### src/rtl/uart_pkg.sv
`default_nettype none
// ============================================================================
// Module      : uart_pkg
// Description : Shared types and helpers for the UART blocks: FSM state
//               encoding, parity mode constants and the bit-period function.
// Revision    : 1.0 - initial release
// ============================================================================
package uart_pkg;

    typedef enum logic [2:0] {
        UART_IDLE   = 3'd0,
        UART_START  = 3'd1,
        UART_DATA   = 3'd2,
        UART_PARITY = 3'd3,
        UART_STOP   = 3'd4
    } uart_state_t;

    localparam int PAR_NONE = 0;
    localparam int PAR_ODD  = 1;
    localparam int PAR_EVEN = 2;

    // Clock cycles per line bit, truncated.
    function automatic int cycles_per_bit(input int clock_mhz, input int baud);
        return (clock_mhz * 1000000) / baud;
    endfunction

endpackage
`default_nettype wire

### src/rtl/sync_fifo.sv
`default_nettype none
// ============================================================================
// Module      : sync_fifo
// Description : Single-clock FIFO with occupancy count.
//               clk/rst_n    : clock, asynchronous active-low reset
//               push/push_data: write request and word (ignored when full)
//               pop/rd_data  : read request and head word (ignored when empty)
//               full/empty   : occupancy flags
//               count        : words currently stored
// Revision    : 1.0 - initial release
// ============================================================================
module sync_fifo #(
    parameter int WIDTH = 8,
    parameter int DEPTH = 16
) (
    input  logic                   clk,
    input  logic                   rst_n,
    input  logic                   push,
    input  logic [WIDTH-1:0]       push_data,
    input  logic                   pop,
    output logic [WIDTH-1:0]       rd_data,
    output logic                   full,
    output logic                   empty,
    output logic [$clog2(DEPTH):0] count
);

    localparam int c_AW = $clog2(DEPTH);
    localparam int c_CW = c_AW + 1;

    logic [WIDTH-1:0] r_mem [DEPTH];
    logic [c_AW-1:0]  r_wr_ptr;
    logic [c_AW-1:0]  r_rd_ptr;
    logic [c_CW-1:0]  r_count;
    logic             w_push;
    logic             w_pop;

    // A push while full is refused even if a pop happens in the same cycle.
    assign w_push  = push && !full;
    assign w_pop   = pop && !empty;
    assign full    = (r_count == c_CW'(DEPTH));
    assign empty   = (r_count == '0);
    assign count   = r_count;
    // Head word; the consumer registers it on the pop edge.
    assign rd_data = r_mem[r_rd_ptr];

    always_ff @(posedge clk) begin
        if (w_push) begin
            r_mem[r_wr_ptr] <= push_data;
        end
    end

    always_ff @(posedge clk or negedge rst_n) begin
        if (!rst_n) begin
            r_wr_ptr <= '0;
            r_rd_ptr <= '0;
            r_count  <= '0;
        end else begin
            if (w_push) begin
                r_wr_ptr <= r_wr_ptr + 1'b1;
            end
            if (w_pop) begin
                r_rd_ptr <= r_rd_ptr + 1'b1;
            end
            case ({w_push, w_pop})
                2'b10:   r_count <= r_count + 1'b1;
                2'b01:   r_count <= r_count - 1'b1;
                default: r_count <= r_count;
            endcase
        end
    end

endmodule
`default_nettype wire

### src/rtl/uart_tx_stream.sv
`default_nettype none
// ============================================================================
// Module      : uart_tx_stream
// Description : Buffered UART transmitter. Words enter over a valid/ready
//               stream into a FIFO and are sent LSB-first on tx.
//               clk/rst_n  : clock, asynchronous active-low reset
//               in_data/in_valid/in_ready : input word stream
//               tx         : serial line, idle high
//               busy       : a frame is in progress
//               fifo_count : words waiting in the FIFO
// Revision    : 1.0 - initial release
// ============================================================================
module uart_tx_stream
    import uart_pkg::*;
#(
    parameter int CLOCK_SPEED_MHZ = 100,
    parameter int BAUD_RATE       = 9600,
    parameter int DATA_BITS       = 8,
    parameter int PARITY          = 0,
    parameter int STOP_BITS       = 1,
    parameter int FIFO_DEPTH      = 16
) (
    input  logic                        clk,
    input  logic                        rst_n,
    input  logic [DATA_BITS-1:0]        in_data,
    input  logic                        in_valid,
    output logic                        in_ready,
    output logic                        tx,
    output logic                        busy,
    output logic [$clog2(FIFO_DEPTH):0] fifo_count
);

    localparam int c_CPB   = cycles_per_bit(CLOCK_SPEED_MHZ, BAUD_RATE);
    localparam int c_CNT_W = (c_CPB > 1) ? $clog2(c_CPB) : 1;
    localparam logic [c_CNT_W-1:0] c_CNT_LAST  = c_CNT_W'(c_CPB - 1);
    localparam logic [3:0]         c_DATA_LAST = 4'(DATA_BITS - 1);
    localparam logic [3:0]         c_STOP_LAST = 4'(STOP_BITS - 1);

    uart_state_t            r_state;
    uart_state_t            w_next_state;
    logic [c_CNT_W-1:0]     r_baud_cnt;
    logic [3:0]             r_bit_idx;
    logic [DATA_BITS-1:0]   r_shift;
    logic                   r_parity;
    logic                   r_tx;
    logic                   w_bit_end;
    logic                   w_pop;
    logic                   w_fifo_full;
    logic                   w_fifo_empty;
    logic [DATA_BITS-1:0]   w_fifo_rd_data;
    logic                   w_rd_parity;

    sync_fifo #(
        .WIDTH (DATA_BITS),
        .DEPTH (FIFO_DEPTH)
    ) u_fifo (
        .clk       (clk),
        .rst_n     (rst_n),
        .push      (in_valid),
        .push_data (in_data),
        .pop       (w_pop),
        .rd_data   (w_fifo_rd_data),
        .full      (w_fifo_full),
        .empty     (w_fifo_empty),
        .count     (fifo_count)
    );

    assign in_ready    = !w_fifo_full;
    assign busy        = (r_state != UART_IDLE);
    assign tx          = r_tx;
    assign w_bit_end   = (r_baud_cnt == c_CNT_LAST);
    // Parity is fixed when the word leaves the FIFO.
    assign w_rd_parity = (PARITY == PAR_ODD) ? ~(^w_fifo_rd_data) : (^w_fifo_rd_data);

    always_ff @(posedge clk or negedge rst_n) begin
        if (!rst_n) begin
            r_state <= UART_IDLE;
        end else begin
            r_state <= w_next_state;
        end
    end

    always_comb begin
        w_next_state = r_state;
        w_pop        = 1'b0;
        case (r_state)
            UART_IDLE: begin
                if (!w_fifo_empty) begin
                    w_pop        = 1'b1;
                    w_next_state = UART_START;
                end
            end
            UART_START: begin
                if (w_bit_end) begin
                    w_next_state = UART_DATA;
                end
            end
            UART_DATA: begin
                if (w_bit_end && (r_bit_idx == c_DATA_LAST)) begin
                    w_next_state = (PARITY != PAR_NONE) ? UART_PARITY : UART_STOP;
                end
            end
            UART_PARITY: begin
                if (w_bit_end) begin
                    w_next_state = UART_STOP;
                end
            end
            UART_STOP: begin
                if (w_bit_end && (r_bit_idx == c_STOP_LAST)) begin
                    w_next_state = UART_IDLE;
                end
            end
            default: w_next_state = UART_IDLE;
        endcase
    end

    // Baud/bit counters, shift register and the registered line driver.
    // tx follows the state register by one cycle, so every bit keeps its
    // full period on the line.
    always_ff @(posedge clk or negedge rst_n) begin
        if (!rst_n) begin
            r_baud_cnt <= '0;
            r_bit_idx  <= '0;
            r_shift    <= '0;
            r_parity   <= 1'b0;
            r_tx       <= 1'b1;
        end else begin
            if (r_state == UART_IDLE) begin
                r_baud_cnt <= '0;
                r_bit_idx  <= '0;
            end else if (w_bit_end) begin
                r_baud_cnt <= '0;
                // Bit index restarts on each state change.
                r_bit_idx  <= (w_next_state != r_state) ? 4'd0 : r_bit_idx + 4'd1;
            end else begin
                r_baud_cnt <= r_baud_cnt + 1'b1;
            end

            if (w_pop) begin
                r_shift  <= w_fifo_rd_data;
                r_parity <= w_rd_parity;
            end else if ((r_state == UART_DATA) && w_bit_end) begin
                r_shift <= r_shift >> 1;
            end

            case (r_state)
                UART_START:  r_tx <= 1'b0;
                UART_DATA:   r_tx <= r_shift[0];
                UART_PARITY: r_tx <= r_parity;
                default:     r_tx <= 1'b1;
            endcase
        end
    end

endmodule
`default_nettype wire

### config.mk
export PLATFORM = sky130hd
export DESIGN_NAME = uart_tx_stream
export DESIGN_NICKNAME = d
export VERILOG_FILES = /design/src/rtl/uart_pkg.sv /design/src/rtl/sync_fifo.sv /design/src/rtl/uart_tx_stream.sv
export SDC_FILE = /design/constraint.sdc
export NUM_CORES = 1
export LEC_CHECK = 0
export CORE_AREA = 2 2 150 115
export CTS_BUF_LIST = sky130_fd_sc_hd__clkbuf_16
export CTS_CLUSTER_DIAMETER = 150
export CTS_CLUSTER_SIZE = 14
export DETAILED_ROUTE_END_ITERATION = 10
export DIE_AREA = 0 0 152 117
export PLACE_DENSITY = 0.59
export REMOVE_ABC_BUFFERS = 1
export SYNTH_ARGS = -nofsm -noshare
export SYNTH_HDL_FRONTEND = slang
export SYNTH_SLANG_ARGS = --single-unit
### constraint.sdc
create_clock -name clk -period 5.7 [get_ports clk]
set_input_delay 0.57 -clock clk [delete_from_list [all_inputs] [get_ports clk]]
set_output_delay 0.57 -clock clk [all_outputs]
set_load 0.02 [all_outputs]
==> impl_metrics.tcl <==
set metrics [dict create \
    status "completed" \
    fin_nets 498 \
    cts-htree-levels 4 \
    grt_pass1_wl_um 22000 \
    place.gp.congestion 0.754 \
    seqPwrFrac_pct 41.7 \
    synth.cell_area_um2 7250 \
    p_int_uw 2770 \
    clk_pin_slew_worst_paths_ps 70 \
    setup_viol 0 \
    hold_path.class "primary input to async pin" \
    hold_viol 0 \
    synth_edf_count 128 \
    post-cts-setup-buffers 0 \
    slowest_stage "o21ai_2" \
    grt_max_degree 45 \
    die_area_um2 17800 \
    synth.distinct_cells 47 \
    p_comb_share_pct 29.2 \
    async_flop_share_pct 25.6 \
    vias 3719 \
    placed_area_um2 7610 \
    hold_buffers 0 \
    dieHeight_um 117 \
    coreArea_um2 16500 \
    cts-resized-gates 0 \
    slew_viol_final 0 \
    r2r_cells 12 \
    ant_nets 0 \
    num_rows 41 \
    tightestPinTransition_ps 1100 \
    wirelength_um 13900 \
    p_clk_share_pct 29.1 \
    yosys_warnings 0 \
    r2r_slack_ps 2410 \
    post_route_cells_drive_above_1_share_pct 15.2 \
    critical_path_arrival_ps 3600 \
    leakage_uw 0.00295 \
    design_area_um2 8210 \
    crit_top_cell "inv_1" \
    rsz0062_at_grt "false" \
    port_buffers 18 \
    antennaDiodeCount 0 \
    drt-pass1-iter-count 4 \
    required_ps 6010 \
    ios 19 \
    timing.hold.ws_ps 304 \
    max_slew_margin_pct 26.1 \
    gr-total-overflow 0 \
    cts_buffers 17 \
    syn_to_final_growth_pct 13.4 \
    crit_path_end_kind "register" \
    yosys_most_used_dff "edfxtp_1" \
    skew_ps 9.77 \
    ys_seq_elements 172 \
    switchingPower_uw 1290 \
    final_cell_mix "edfxtp_1 (128), dfrtp_1 (42), nand2_1 (39), nor2_1 (36), mux4_2 (29)" \
    path_cells "or4_1 > o21ai_2 > inv_2 > ha_1 > inv_1 > fa_1 > inv_1 > a21o_1 > a21oi_1 > xnor2_1 > nor2_1 > xor2_1" \
    worstSetupStartpointType "register" \
    initial_core_util_pct 44.0 \
    cts_tree "done" \
    avgViaCountPerCell 5.30 \
    yosysSeqAreaShare_pct 68.3 \
    p_per_area_nw_per_um2 495 \
    grt_pass1_vias 3778 \
    die_width_um 152 \
    grt_usage_pct 16.9 \
    drcViolationCount 0 \
    drt_iter0_drc 416 \
    min_period_over_period_pct 57.8 \
    vdd_drop_max_mv 0.201 \
    final_core_util_pct 49.9 \
    p_sw_share_pct 31.8 \
    antenna_found_initial 0 \
    layout_commonest_cell "edfxtp_1" \
    critPathKind "register to register" \
    syn_area_per_cell_um2 16.0 \
    maxCapViolations 0 \
    timing.rr.end "u_fifo.count[4]" \
    synthCells 452 \
    crit_start "u_fifo.count[0]" \
    clock.fmax_mhz 304 \
    setup_tns_ps 0 \
    power_uw 4070 \
    cp_slowest_stage_delay_ps 640 \
    wl_per_cell_um 19.8 \
    critPathMaxFanout 18 \
    clock-root-buffer "clkbuf_16" \
    period_minus_slack_ps 3290 \
    clk_latency_ps 430 \
    cts.path.max_buffers 2 \
    cts.sinks 172 \
    dp_hpwl_um 8760 \
    r2r-start "u_fifo.count[0]" \
]
-- area by class of cell --
cell class	instances	area, um2
fillers	1359	8250
flip-flops and latches	172	4950
multi-input cells	249	2140
clock buffers	17	425
well taps	215	269
repair buffers	21	198
clock inverters	15	183
inverters	13	48.8
-- worst max-delay path, delay by kind of cell (launching register included) --
family / cells / cell delay [ps]
flops: 1 / 450
fa+ha+maj: 2 / 500
simple gates: 2 / 620
xor+xnor: 2 / 280
buf+inv: 3 / 330
compound gates: 3 / 980
-- cell families after synthesis --
kind of cell,count (synthesis),share of synthesized area (%)
AOI/OAI and AO/OA,53,4.39
buffers and inverters,31,2.37
and+or+nand+nor,116,7.46
adders and majority gates,13,2.35
xor gates and xnor gates,29,3.80
DFF,172,68.3
muxes,38,11.4
-- stage by stage --
step,cells,setup WS [ps]
floorplan,434,2360
global placement,670,2500
detailed placement,670,2450
CTS,702,2430
global route,702,2160
finish,702,2410
-- state kept, by name (all words and copies together), names as in the netlist --
signal,cells
u_fifo.r_rd_ptr,4
u_fifo.r_mem,128
r_state,3
tx,1
r_baud_cnt,14
u_fifo.count,5
r_parity,1
r_shift,8
r_bit_idx,4
u_fifo.r_wr_ptr,4
-- synth_stat cells (all sizes together) (2+ instances only) --
master	instances	area (um2)
edfxtp	128	3840
dfrtp	43	1080
nand2	39	146
nor2	36	135
mux4	34	785
o21ai	22	114
xnor2	16	148
a21oi	14	70.1
inv	13	48.8
ha	12	150
xor2	12	105
buf	11	96.3
nand3	9	45.0
a22oi	8	60.1
clkbuf	7	26.3
and2	6	37.5
nand2b	5	31.3
nor3	5	25.0
mux2i	4	40.0
a21o	3	22.5
nand4	3	18.8
nor2b	3	18.8
and3	2	12.5
and4	2	17.5
nor4b	2	23.8
-- layer usage --
layer | track usage (%) | routed length [um] | up-vias
met2 | 25.2 | 6310 | 53
met5 | 0 | 0 | -
met4 | 8.04 | 340 | 0
met1 | 23.7 | 6770 | 1897
met3 | 4.38 | 458 | 21
li1 | - | - | 1748
-- power by group through the flow --
stage / Sequential (uW) / Clock (uW) / Combinational, uW
6_report: 1700 / 1180 / 1190
5_1_grt: 1720 / 1260 / 1290
4_1_cts: 1700 / 1210 / 1200
3_5_place_dp: 1720 / 0 / 1200
3_3_place_gp: 1710 / 0 / 1170
2_1_floorplan: 1750 / 0 / 800
-- worst max path at each step --
stage / depth (start not counted) / end
after floorplan: 6 / r_parity
after global placement: 12 / u_fifo.count[4]
after detailed placement: 12 / u_fifo.count[4]
after CTS: 12 / u_fifo.count[4]
after global routing: 12 / u_fifo.count[4]
final: 12 / u_fifo.count[4]
Power figures use the tool's default switching activity.
